`src/rtl/neogeo_pkg.sv`:
```
// Shared NeoGeo video timing types and constants used by the frontend, the
// sync supervisor and the scaler configuration path.
package neogeo_pkg;

   localparam int unsigned VCLKS_W           = 22;
   localparam int unsigned NEO_VCLKS_NOMINAL = 101376;   // 384 * 264
   localparam int unsigned NEO_MIN_VCLKS     = 90000;
   localparam int unsigned NEO_MAX_VCLKS     = 110000;
   localparam int unsigned NEO_VCLKS_TOL     = 16;

   typedef enum logic [2:0] {
      IDLE,
      SETTLE,
      ACQUIRE,
      CONFIG,
      LOCKED
   } lock_state_t;

   // Unsigned absolute difference, never wraps.
   function automatic logic [VCLKS_W-1:0] abs_diff(input logic [VCLKS_W-1:0] a,
                                                   input logic [VCLKS_W-1:0] b);
      return (a >= b) ? (a - b) : (b - a);
   endfunction

endpackage

```
`src/rtl/neogeo_frame_watchdog.sv`:
```
// Saturating VCLK counter since the last frame start; flags when the
// terminal count is reached.
module neogeo_frame_watchdog #(
   parameter int unsigned TIMEOUT = 250000
) (
   input  logic VCLK_i,
   input  logic reset_n,
   input  logic en,
   input  logic clr,
   output logic expired_c
);

   localparam int unsigned CNT_W = $clog2(TIMEOUT + 1);

   logic [CNT_W-1:0] cnt_q;

   // Held at zero while disabled so a fresh enable starts a full timeout.
   always_ff @(posedge VCLK_i or negedge reset_n) begin
      if (!reset_n) begin
         cnt_q <= '0;
      end else if (!en || clr) begin
         cnt_q <= '0;
      end else if (cnt_q != CNT_W'(TIMEOUT)) begin
         cnt_q <= cnt_q + CNT_W'(1);
      end
   end

   assign expired_c = (cnt_q == CNT_W'(TIMEOUT));

endmodule

```
`src/rtl/neogeo_sync_lock_ctrl.sv`:
```
// Sync lock supervisor: qualifies frame lengths, locks after a run of
// consistent frames, hands the length to the PLL/scaler and gates DE.
module neogeo_sync_lock_ctrl
   import neogeo_pkg::*;
#(
   parameter int unsigned STABLE_FRAMES = 4,
   parameter int unsigned TOL           = NEO_VCLKS_TOL,
   parameter int unsigned MIN_VCLKS     = NEO_MIN_VCLKS,
   parameter int unsigned MAX_VCLKS     = NEO_MAX_VCLKS,
   parameter int unsigned MISS_LIMIT    = 3,
   parameter int unsigned TIMEOUT_VCLKS = 250000
) (
   input  logic               VCLK_i,
   input  logic               reset_n,
   input  logic               frame_change_i,
   input  logic [VCLKS_W-1:0] vclks_per_frame_i,
   input  logic               DE_i,
   input  logic               cfg_ack_i,
   output logic               cfg_req_o,
   output logic [VCLKS_W-1:0] cfg_vclks_o,
   output logic               locked_o,
   output logic               output_en_o,
   output logic               DE_o,
   output logic               lock_lost_o
);

   localparam int unsigned CNT_W  = 4;
   localparam int unsigned MISS_W = 3;

   lock_state_t        state_q,   state_d;
   logic [VCLKS_W-1:0] ref_q,     ref_d;
   logic [CNT_W-1:0]   cnt_q,     cnt_d;
   logic [MISS_W-1:0]  miss_q,    miss_d;
   logic               abort_q,   abort_d;
   logic               req_q,     req_d;
   logic [VCLKS_W-1:0] cfgv_q,    cfgv_d;
   logic               lost_q,    lost_d;
   logic               oen_q,     oen_d;
   logic               locked_q;
   logic               de_q;

   logic               wdog_expired_c;
   logic               wdog_hit;
   logic               frame_valid;
   logic               frame_match;
   logic               abort_set;
   logic [CNT_W-1:0]   cnt_inc;
   logic [MISS_W-1:0]  miss_inc;

   neogeo_frame_watchdog #(
      .TIMEOUT (TIMEOUT_VCLKS)
   ) u_wdog (
      .VCLK_i    (VCLK_i),
      .reset_n   (reset_n),
      .en        (state_q != IDLE),
      .clr       (frame_change_i),
      .expired_c (wdog_expired_c)
   );

   // A frame start in the same cycle as expiry restarts the count, so it wins.
   assign wdog_hit    = wdog_expired_c & ~frame_change_i;
   assign frame_valid = (vclks_per_frame_i >= VCLKS_W'(MIN_VCLKS)) &&
                        (vclks_per_frame_i <= VCLKS_W'(MAX_VCLKS));
   assign frame_match = frame_valid &&
                        (abs_diff(vclks_per_frame_i, ref_q) <= VCLKS_W'(TOL));
   assign cnt_inc     = cnt_q + CNT_W'(1);
   assign miss_inc    = miss_q + MISS_W'(1);
   assign abort_set   = (frame_change_i & ~frame_match) | wdog_hit;

   always_comb begin
      state_d = state_q;
      ref_d   = ref_q;
      cnt_d   = cnt_q;
      miss_d  = miss_q;
      abort_d = abort_q;
      req_d   = req_q;
      cfgv_d  = cfgv_q;
      lost_d  = 1'b0;
      oen_d   = oen_q;

      case (state_q)
         IDLE: begin
            // First measurement after (re)start covers a partial frame.
            if (frame_change_i) begin
               state_d = SETTLE;
            end
         end

         SETTLE: begin
            if (frame_change_i && frame_valid) begin
               ref_d   = vclks_per_frame_i;
               cnt_d   = CNT_W'(1);
               state_d = ACQUIRE;
            end else if (wdog_hit) begin
               state_d = IDLE;
            end
         end

         ACQUIRE: begin
            if (frame_change_i) begin
               if (frame_match) begin
                  if (cnt_inc == CNT_W'(STABLE_FRAMES)) begin
                     cfgv_d  = ref_q;
                     req_d   = 1'b1;
                     abort_d = 1'b0;
                     state_d = CONFIG;
                  end else begin
                     cnt_d = cnt_inc;
                  end
               end else if (frame_valid) begin
                  ref_d = vclks_per_frame_i;
                  cnt_d = CNT_W'(1);
               end else begin
                  state_d = SETTLE;
               end
            end else if (wdog_hit) begin
               state_d = IDLE;
            end
         end

         CONFIG: begin
            // Request is never withdrawn early; a bad frame only poisons the ack.
            if (cfg_ack_i) begin
               req_d   = 1'b0;
               abort_d = 1'b0;
               if (abort_q || abort_set) begin
                  lost_d  = 1'b1;
                  state_d = SETTLE;
               end else begin
                  miss_d  = '0;
                  state_d = LOCKED;
               end
            end else if (abort_set) begin
               abort_d = 1'b1;
            end
         end

         LOCKED: begin
            if (frame_change_i) begin
               if (frame_match) begin
                  miss_d = '0;
               end else if (miss_inc == MISS_W'(MISS_LIMIT)) begin
                  miss_d  = '0;
                  lost_d  = 1'b1;
                  state_d = SETTLE;
               end else begin
                  miss_d = miss_inc;
               end
            end else if (wdog_hit) begin
               lost_d  = 1'b1;
               state_d = IDLE;
            end
         end

         default: begin
            state_d = IDLE;
         end
      endcase

      // Open the gate only at a frame boundary inside lock, close on exit.
      if (state_d != LOCKED) begin
         oen_d = 1'b0;
      end else if ((state_q == LOCKED) && frame_change_i) begin
         oen_d = 1'b1;
      end
   end

   always_ff @(posedge VCLK_i or negedge reset_n) begin
      if (!reset_n) begin
         state_q  <= IDLE;
         ref_q    <= '0;
         cnt_q    <= '0;
         miss_q   <= '0;
         abort_q  <= 1'b0;
         req_q    <= 1'b0;
         cfgv_q   <= '0;
         lost_q   <= 1'b0;
         oen_q    <= 1'b0;
         locked_q <= 1'b0;
         de_q     <= 1'b0;
      end else begin
         state_q  <= state_d;
         ref_q    <= ref_d;
         cnt_q    <= cnt_d;
         miss_q   <= miss_d;
         abort_q  <= abort_d;
         req_q    <= req_d;
         cfgv_q   <= cfgv_d;
         lost_q   <= lost_d;
         oen_q    <= oen_d;
         locked_q <= (state_d == LOCKED);
         de_q     <= DE_i & oen_q;
      end
   end

   assign cfg_req_o   = req_q;
   assign cfg_vclks_o = cfgv_q;
   assign locked_o    = locked_q;
   assign output_en_o = oen_q;
   assign DE_o        = de_q;
   assign lock_lost_o = lost_q;

endmodule

```
`config.mk`:
```
export PLATFORM = sky130hd
export DESIGN_NAME = neogeo_sync_lock_ctrl
export DESIGN_NICKNAME = d
export VERILOG_FILES = /design/src/rtl/neogeo_pkg.sv /design/src/rtl/neogeo_frame_watchdog.sv /design/src/rtl/neogeo_sync_lock_ctrl.sv
export SDC_FILE = /design/constraint.sdc
export NUM_CORES = 1
export LEC_CHECK = 0
export CAP_MARGIN = 20
export CORE_ASPECT_RATIO = 1.4
export CORE_MARGIN = 5
export CORE_UTILIZATION = 45
export DETAILED_ROUTE_END_ITERATION = 12
export PLACE_DENSITY = 0.71
export SLEW_MARGIN = 20
export SYNTH_ARGS = -nofsm -noshare
export SYNTH_HDL_FRONTEND = slang
export SYNTH_HIERARCHICAL = 1
export SYNTH_SLANG_ARGS = --single-unit
```
`constraint.sdc`:
```
create_clock -name VCLK_i -period 8 [get_ports VCLK_i]
set_input_delay 1.6 -clock VCLK_i [delete_from_list [all_inputs] [get_ports VCLK_i]]
set_output_delay 1.6 -clock VCLK_i [all_outputs]
set_load 0.01 [all_outputs]
```
* After elaboration in Yosys (flattened, before gate mapping)
Index checks and enable logic that the tools add are counted. Widths: inputs -> output; s select.
Word-level totals: register bits after elaboration 78, bits of input ports 27, output and inout port bits 27, word-level logic and storage cells 122
Cells by class: $add $sub $neg 5, order comparisons 4, eq/ne operators 22, multiplexer cells 53, bitwise logic cells 6, reductions and logical operators 20
Operators with widths (number):
- $mux 22 | 5
- $mux 3 | 17
- $pmux 22 s2 | 1
- $sub 22x22->22 | 2
- $mux 18 | 2
- $ge 22x17->1 const B | 1
- $ge 22x22->1 | 1
- $le 22x17->1 const B | 1
- $le 22x5->1 const B | 1
- $mux 4 | 5
- $reduce_and 5->1 | 4
- $add 18x1->18 const B | 1
- $eq 18x18->1 const B | 1
- $ne 18x18->1 const B | 1
- $ne 2x2->1 const B | 9
- $mux 1 | 17
- $pmux 3 s5 | 1
- $ne 3x3->1 const B | 4
- $reduce_bool 2->1 | 5
- $eq 3x2->1 const B | 3
- $pmux 4 s2 | 1
- $reduce_and 4->1 | 2
- $eq 3x3->1 const B | 2
- $pmux 1 s2 | 3
- 13 further kinds | 20

* Depth between registers and ports, before layout
Gate-level depths: netlist of run 1.
depth after elaboration 13, gate-level depth with buffers 16, depth with buffers taken out 13

* Modules after synthesis
Netlist of run 1, hierarchy kept.
By module, submodules not included:
- neogeo_sync_lock_ctrl | instances 1, cells each 608, area each 5363.9 µm²
- neogeo_frame_watchdog | instances 1, cells each 105, area each 985.9 µm²

* Worst setup path after synthesis of run 1
OpenSTA, ideal clock, no wires.
path kind input -> register, start point input vclks_per_frame_i[11], end point register cfgv_q[10] (netlist: cfg_vclks_o[10]), setup time 0.125 ns, data arrival time 4.704 ns, data required time 7.875 ns, setup slack 3.171 ns, cell stages on the path 16, path through inv_1 ha_1 buf_4 a21oi_2 o21a_2 o221ai_2 o21a_2 or4_1 a21oi_1 a311o_1 nand4_4 nor3_4 and3_4 buf_6 buf_8 mux2_4
On the way: word-level cells in the longest chain between the ends 5, elaborated cells on any way between the ends 10, those cells by class add/sub (2); order compare (4); mux (1); reduce/logical (3)
RTL lines:
- start, declared | line neogeo_sync_lock_ctrl.sv:16 | input logic [VCLKS_W-1:0] vclks_per_frame_i,
- $sub 22x22->22 or $ge 22x22->1 (tied branches) | line neogeo_pkg.sv:22 | return (a >= b) ? (a - b) : (b - a);
- $mux 22 | line neogeo_pkg.sv:22
- $le 22x5->1 | line neogeo_sync_lock_ctrl.sv:65 | (abs_diff(vclks_per_frame_i, ref_q) <= VCLKS_W'(TOL));
- $logic_and 1x1->1 * | line neogeo_sync_lock_ctrl.sv:64 | assign frame_match = frame_valid &&
- $reduce_and 4->1 (no source line) *
- end signal, assigned | line neogeo_sync_lock_ctrl.sv:188 | cfgv_q <= cfgv_d;
- end, declared | line neogeo_sync_lock_ctrl.sv:36 | logic [VCLKS_W-1:0] cfgv_q, cfgv_d;
Every way passes the cells marked *; elsewhere a longest branch is shown, timed or not. A chain may end at the register's enable or synchronous reset.

* Worst setup path in the final report of run 1
start point input vclks_per_frame_i[12], end point register cfgv_q[0] (netlist: cfg_vclks_o[0])
The elaborated chain is that of the path after synthesis.

==> results of run 1 <==
## cells in the final DEF, fill, tap and decap left out, types with 18 or more instances in the layout
cell / synthesis / routed
ha_1: 49 / 49
mux2_4: 20 / 20
nor2_1: 41 / 41
a21oi_1: 59 / 59
clkdlybuf4s50_1: 0 / 52
dfrtp_1: 78 / 78
nor3_1: 23 / 23
mux2i_1: 18 / 18
inv_1: 65 / 65
nand2_1: 45 / 45
o21ai_0: 47 / 47
## worst paths after layout
kind	start	endpoint	slack [ns]	cells past startpoint
max	vclks_per_frame_i[12]	cfg_vclks_o[0]	1.65	14
max reg2reg	ref_q[12]	cfg_vclks_o[0]	3.27	12
min in group asynchronous	reset_n	cfg_vclks_o[8]	1.29	1
min	cfg_req_o	cfg_req_o	0.48	1
min reg2reg	cfg_req_o	cfg_req_o	0.48	1
max in group asynchronous	reset_n	ref_q[12]	6.19	1
## per-layer routing
metal / wire, microns / part of all wire [%] / track usage (%)
met5: 0 / 0 / 0
met4: 458 / 2.4 / 7.33
met3: 691 / 3.7 / 2.40
met2: 9960 / 53 / 42.5
met1: 7670 / 41 / 28.7
## power by group through the flow
stage / combinational (mW) / sequential [mW] / clock (mW)
6_report: 0.235 / 0.424 / 0.473
5_1_grt: 0.258 / 0.427 / 0.498
4_1_cts: 0.233 / 0.424 / 0.481
3_5_place_dp: 0.231 / 0.431 / 0
3_3_place_gp: 0.230 / 0.430 / 0
2_1_floorplan: 0.163 / 0.424 / 0
## Yosys cell counts (4+ instances only)
cell type  number  area share (%)
a21o_1         10             1.2
nand3_1        13             1.0
and3_1          8            0.79
a211oi_1        6            0.71
o31a_1          4            0.55
nor2_1         41             2.4
nand2b_1        5            0.49
dfrtp_1        78              31
and2_1          8            0.79
nand4_1        15             1.5
nor2b_1        10            0.99
mux2_4         20             4.7
o21a_1          4            0.47
o211ai_1        6            0.71
o21ai_0        47             3.7
nor3_1         23             1.8
clkbuf_1        7            0.41
buf_4           5            0.59
xor2_1         13             1.8
o221a_2         4            0.71
nand2_1        45             2.7
xnor2_1        15             2.1
nor4_1         13             1.3
a21oi_1        59             4.7
mux2_2          4            0.71
buf_2          10            0.79
mux2i_1        18             2.8
o31ai_1         5            0.59
o221ai_1        4            0.55
or3_1           9            0.89
inv_1          65             3.8
or4_1           6            0.71
ha_1           49             9.7
## per-stage QoR
stage,utilization (%),hold slack [ns]
final,52.4,0.480
after global routing,52.4,0.514
after CTS,52.3,0.484
after floorplan,-,0.464
after detailed placement,49.9,0.470
after global placement,49.9,0.471
## cell type report
cell class	count	area [sq um]
Sequential cell	78	1950
Clock buffer	11	243
Tap cell	185	231
Fill cell	1340	6630
Multi-Input combinational cell	542	3970
Inverter	65	244
Timing Repair Buffer	54	539
Clock inverter	5	104
## critical path, stage by stage
cell	delay [ns]
clkdlybuf4s50_1	0.60
inv_1	0.11
ha_1	0.57
nand4_1	0.35
or2_1	0.42
a311oi_2	0.35
o21a_2	0.27
nor2_1	0.20
a211oi_1	0.35
a32o_1	0.28
nand4_4	0.21
nor3_4	0.30
and3_4	0.52
mux2_1	0.38
## registers in the layout, summed over array words and instances (netlist names)
| register | cells |
|---|---|
| DE_o | 1 |
| abort_q | 1 |
| cfg_req_o | 1 |
| cfg_vclks_o | 22 |
| cnt_q | 4 |
| lock_lost_o | 1 |
| locked_o | 1 |
| miss_q | 3 |
| output_en_o | 1 |
| ref_q | 22 |
| state_q | 3 |
| u_wdog/cnt_q | 18 |
## logic make-up (layout without fill, tap and decap cells)
family / count (synthesis) / count (layout)
mux: 44 / 44
compound gates: 197 / 197
buf+inv: 93 / 135
xor+xnor: 28 / 28
fa+ha+maj: 49 / 49
flops: 78 / 78
simple gates: 224 / 224
==> results.toml, run 1 <==
[final_layout]
instances_no_fill = 940
fin_nets = 826
area_growth_pct = 14.7
postLayoutCellArea_sq_um = 7290
drive_gt1_share_pct = 9.93
num_antenna_cells = 0

[synth]
yosys.area_share.adder_pct = 9.66
synth.avg_cell_area_sq_um = 8.91
yosysSeqAreaShare_pct = 30.7
ys_types = 85
synth_fp_nets = 789
yosysWarnings = 6
synth_xor_area_share_pct = 3.86
synthesis.area_sq_um = 6350
synth_enable_flop_cells = 0
ys_ff_latch = 78
synth_top_family_by_area = "compound AO/OA/AOI/OAI gates"
synth-compound-area-share_pct = 20.7
synthMuxAreaShare_pct = 8.63
syn_inst = 713
synth-simple-area-share_pct = 19.8
synth_ff_type = "dfrtp_1"
synth-async-reset-ratio_pct = 100

[pwr]
pwr-share-comb_pct = 20.8
p_total_mw = 1.13
swShare_pct = 28.6
switching_power_uw = 324
pwr-share-clk_pct = 41.8
intPower_uw = 809
peakVddDrop_v = 0.000171
p_leak_nw = 3.30
powerDensity_nw_per_um2 = 155
seq_power_share_pct = 37.5

[die]
die_h_microns = 151
rows = 51
dieArea_sq_um = 16600
die_x_microns = 110
io-pin-count = 54
core_area_sq_um = 13900
initial_core_util_pct = 45.6

[placed_design]
dp_cells = 924
hpwl_mm = 14.9
placed_cell_area_sq_um = 6940
io_buffer_count = 53
pre_cts_ws_ns = 1.39
place_congestion = 0.964

[detailed_routing]
drt_wl_total_mm = 18.8
ant_nets = 0
via_per_inst = 5.97
wl_per_cell_microns = 20.0
drt-initial-drc-count = 368
dr.pass1.iters = 4
drcViolationCount = 0
via_count = 5613

[timing]
rsz0062_at_grt = "false"
setup_violations = 0
post-route-period-util_pct = 79.3
slew_headroom_pct = 49.4
worst_pin_slew_ns = 0.758
layout_setup_ws_ns = 1.65
fin_setup_tns_ns = 0
hold_violations = 0
finClkSkew_ns = 0.00814
fmax_mhz = 158
drv_slew = 0
period_needed_ns = 6.35

[job]
drv_cap = 0

[min_path]
hp-class = "flop to flop"

[clock_tree]
path_clk_slew_ns = 0.06
ctsHoldBuffers = 0
htreeDepth = 3
clkLatencyLatePin_ns = 0.33
clockBufferDepth = 2
cts_made_buffers = 9
clock-root-buffer = "clkbuf_16"
cts_resized = 0
cts_tree = "built"
post_cts_buffers = 0
cts_sinks = 78

[setup_path]
end_kind = "flop"
arrival_ns = 6.55
required_ns = 8.21
worstSetupPathType = "primary input to flop"
start_kind = "primary input"
worstPathMaxFanout = 22

[grt]
grt_pass1_vias = 5711
grt-ovfl-total = 0
grt_start_max_net_pins = 79
grt.total_usage_pct = 23.4
antenna_found_initial = 0
grt_pass1_wl_mm = 30.1

[outcome]
status = "finished clean"
Power figures use the tool's default switching activity.
==> inputs of run 2 (changes only) <==
--- a/config.mk
+++ b/config.mk
@@ -10,7 +10,7 @@
 export CORE_MARGIN = 5
 export CORE_UTILIZATION = 45
 export DETAILED_ROUTE_END_ITERATION = 12
-export PLACE_DENSITY = 0.71
+export PLACE_DENSITY = 0.73
 export SLEW_MARGIN = 20
 export SYNTH_ARGS = -nofsm -noshare
 export SYNTH_HDL_FRONTEND = slang
==> constraint.sdc (replaced) <==
create_clock -name VCLK_i -period 5.2 [get_ports VCLK_i]
set_input_delay 1.04 -clock VCLK_i [delete_from_list [all_inputs] [get_ports VCLK_i]]
set_output_delay 1.04 -clock VCLK_i [all_outputs]
set_load 0.01 [all_outputs]
==> run 2 against run 1 <==
Compared with the run above:
- flip-flop and latch count did not move
- die area did not move
- clock power rose by 41%
- critical path type unchanged
- largest power group unchanged
- highest routed layer unchanged
==> results.toml, run 2 (synthesized netlist as in run 1, its figures left out) <==
[outcome]
status = "finished clean"

[clock_tree]
cts_made_buffers = 9
ctsHoldBuffers = 0
post_cts_buffers = 0
clock-root-buffer = "clkbuf_16"
cts_sinks = 78
clkLatencyLatePin_ns = 0.35
clockBufferDepth = 2
cts_resized = 0
htreeDepth = 3
path_clk_slew_ns = 0.07
cts_tree = "built"

[setup_path]
crit_chain = "clkdlybuf4s50_1 -> inv_1 -> ha_1 -> buf_4 -> nand4_1 -> nor4_1 -> buf_4 -> a2bb2oi_1 -> nand2_1 -> buf_4 -> a2111oi_0 -> nor3_1 -> and4b_1 -> nand4_4 -> nor3_4 -> and3_4 -> buf_12 -> mux2_1"
slowest_stage = "clkdlybuf4s50_1"
r2r_cells = 16
worstPathMaxFanout = 11
max_stage_delay_ns = 0.50
end_kind = "flop"
arrival_ns = 5.03
start_kind = "primary input"
crit_top_cell = "buf_4"
required_ns = 5.42
worstSetupPathType = "primary input to flop"

[detailed_routing]
top_layer = "met4"
wl_met2_mm = 9.20
drcViolationCount = 0
drt_wl_total_mm = 17.4
via_per_inst = 5.70
wl_per_cell_microns = 17.1
wl_met1_mm = 6.77
drt-initial-drc-count = 238
dr.pass1.iters = 5
via_count = 5792
ant_nets = 0
met3_length_microns = 690

[pwr]
p_leak_nw = 3.66
peakVddDrop_v = 0.000163
swShare_pct = 30.1
pwr-share-comb_pct = 23.6
intPower_mw = 1.21
pwr-share-clk_pct = 38.7
seq_power_share_pct = 37.7
switching_power_uw = 520
powerDensity_nw_per_um2 = 219

[grt]
grt_pass1_wl_mm = 28.9
grt_pass1_vias = 5989
antenna_found_initial = 0
grt.total_usage_pct = 22.3
grt-ovfl-total = 0
grt_start_max_net_pins = 79

[final_layout]
num_antenna_cells = 0
final_cell_mix = "dfrtp_1 (78), buf_4 (73), inv_1 (65), a21oi_1 (59), clkdlybuf4s50_1 (52)"
fillers = 1293
final_common_cell = "dfrtp_1"
area_growth_pct = 24.1
fin_nets = 902
post-route-util_pct = 56.6
drive_gt1_share_pct = 18.3

[timing]
drv_slew = 0
fin_setup_tns_ns = 0
setup_violations = 0
layout_setup_ws_ns = 0.392
rsz0062_at_grt = "false"
post-route-period-util_pct = 92.5
finClkSkew_ns = 0.00985
slew_headroom_pct = 50.5
period_needed_ns = 4.81
fmax_mhz = 208
hold_violations = 0
worst_pin_slew_ns = 0.741

[placed_design]
io_buffer_count = 53
place_congestion = 1.01
pre_cts_ws_ns = 0.0215
hpwl_mm = 13.8

[min_path]
hold_depth = 1
hp-class = "flop to flop"

[die]
die_h_microns = 151
io-pin-count = 54
core_area_sq_um = 13900
dieArea_sq_um = 16600
die_x_microns = 110
initial_core_util_pct = 45.6
rows = 51

[job]
drv_cap = 0
==> run 2: cell types whose count changed in the layout (fill, tap and decap cells not counted) <==
cell | before | now
buf_12 | 0 | 4
buf_4 | 1 | 73
clkinv_4 | 0 | 3
clkbuf_8 | 1 | 2
clkinv_2 | 1 | 0
bufinv_16 | 3 | 1
clkbuf_1 | 1 | 0
==> run 2: cell type report <==
type                            count  area (sq um)  area share [%]
Clock buffer                       11           253            3.21
Clock inverter                      5          65.1           0.826
Inverter                           65           244            3.10
Multi-Input combinational cell    542          3970            50.4
Sequential cell                    78          1950            24.8
Tap cell                          185           231            2.94
Timing Repair Buffer              130          1160            14.7
==> run 2: critical path: cells and delay by family <==
kind / cells / cell delay, ns
buffers and inverters: 6 / 1.21
and+or+nand+nor: 8 / 1.40
muxes: 1 / 0.33
AOI/OAI and AO/OA: 2 / 0.62
adders and majority gates: 1 / 0.41
==> run 2: metrics by stage <==
step                instances  power [mW]  area [sq um]  hold slack (ns)
finish                   1016        1.73          7880            0.497
global route             1016        1.82          7880            0.524
CTS                      1016        1.74          7870            0.499
detailed placement       1000        1.07          7560            0.476
global placement         1000        1.06          7560            0.472
floorplan                 713       0.904          6350            0.464
==> run 2: power groups by stage <==
| stage | clock network [mW] | registers (mW) | logic (mW) |
|---|---|---|---|
| 3_5_place_dp | 0 | 0.663 | 0.402 |
| 5_1_grt | 0.715 | 0.655 | 0.450 |
| 2_1_floorplan | 0 | 0.653 | 0.251 |
| 3_3_place_gp | 0 | 0.662 | 0.402 |
| 6_report | 0.669 | 0.652 | 0.408 |
| 4_1_cts | 0.682 | 0.651 | 0.405 |
==> run 2: final timing paths <==
kind	start	endpoint	slack, ns
max in group asynchronous	reset_n	cfg_vclks_o[16]	3.99
setup / recovery	vclks_per_frame_i[11]	cfg_vclks_o[21]	0.39
hold reg to reg	cfg_req_o	cfg_req_o	0.50
min in group asynchronous	reset_n	u_wdog/cnt_q[11]	0.72
setup reg to reg	ref_q[11]	cfg_vclks_o[21]	1.25
hold / removal	cfg_req_o	cfg_req_o	0.50
==> run 2: layer usage <==
metal	vias up	GRT usage [%]
met1	2752	25.0
met3	54	3.82
met2	157	39.9
met4	0	11.0
met5	-	0
li1	2829	-
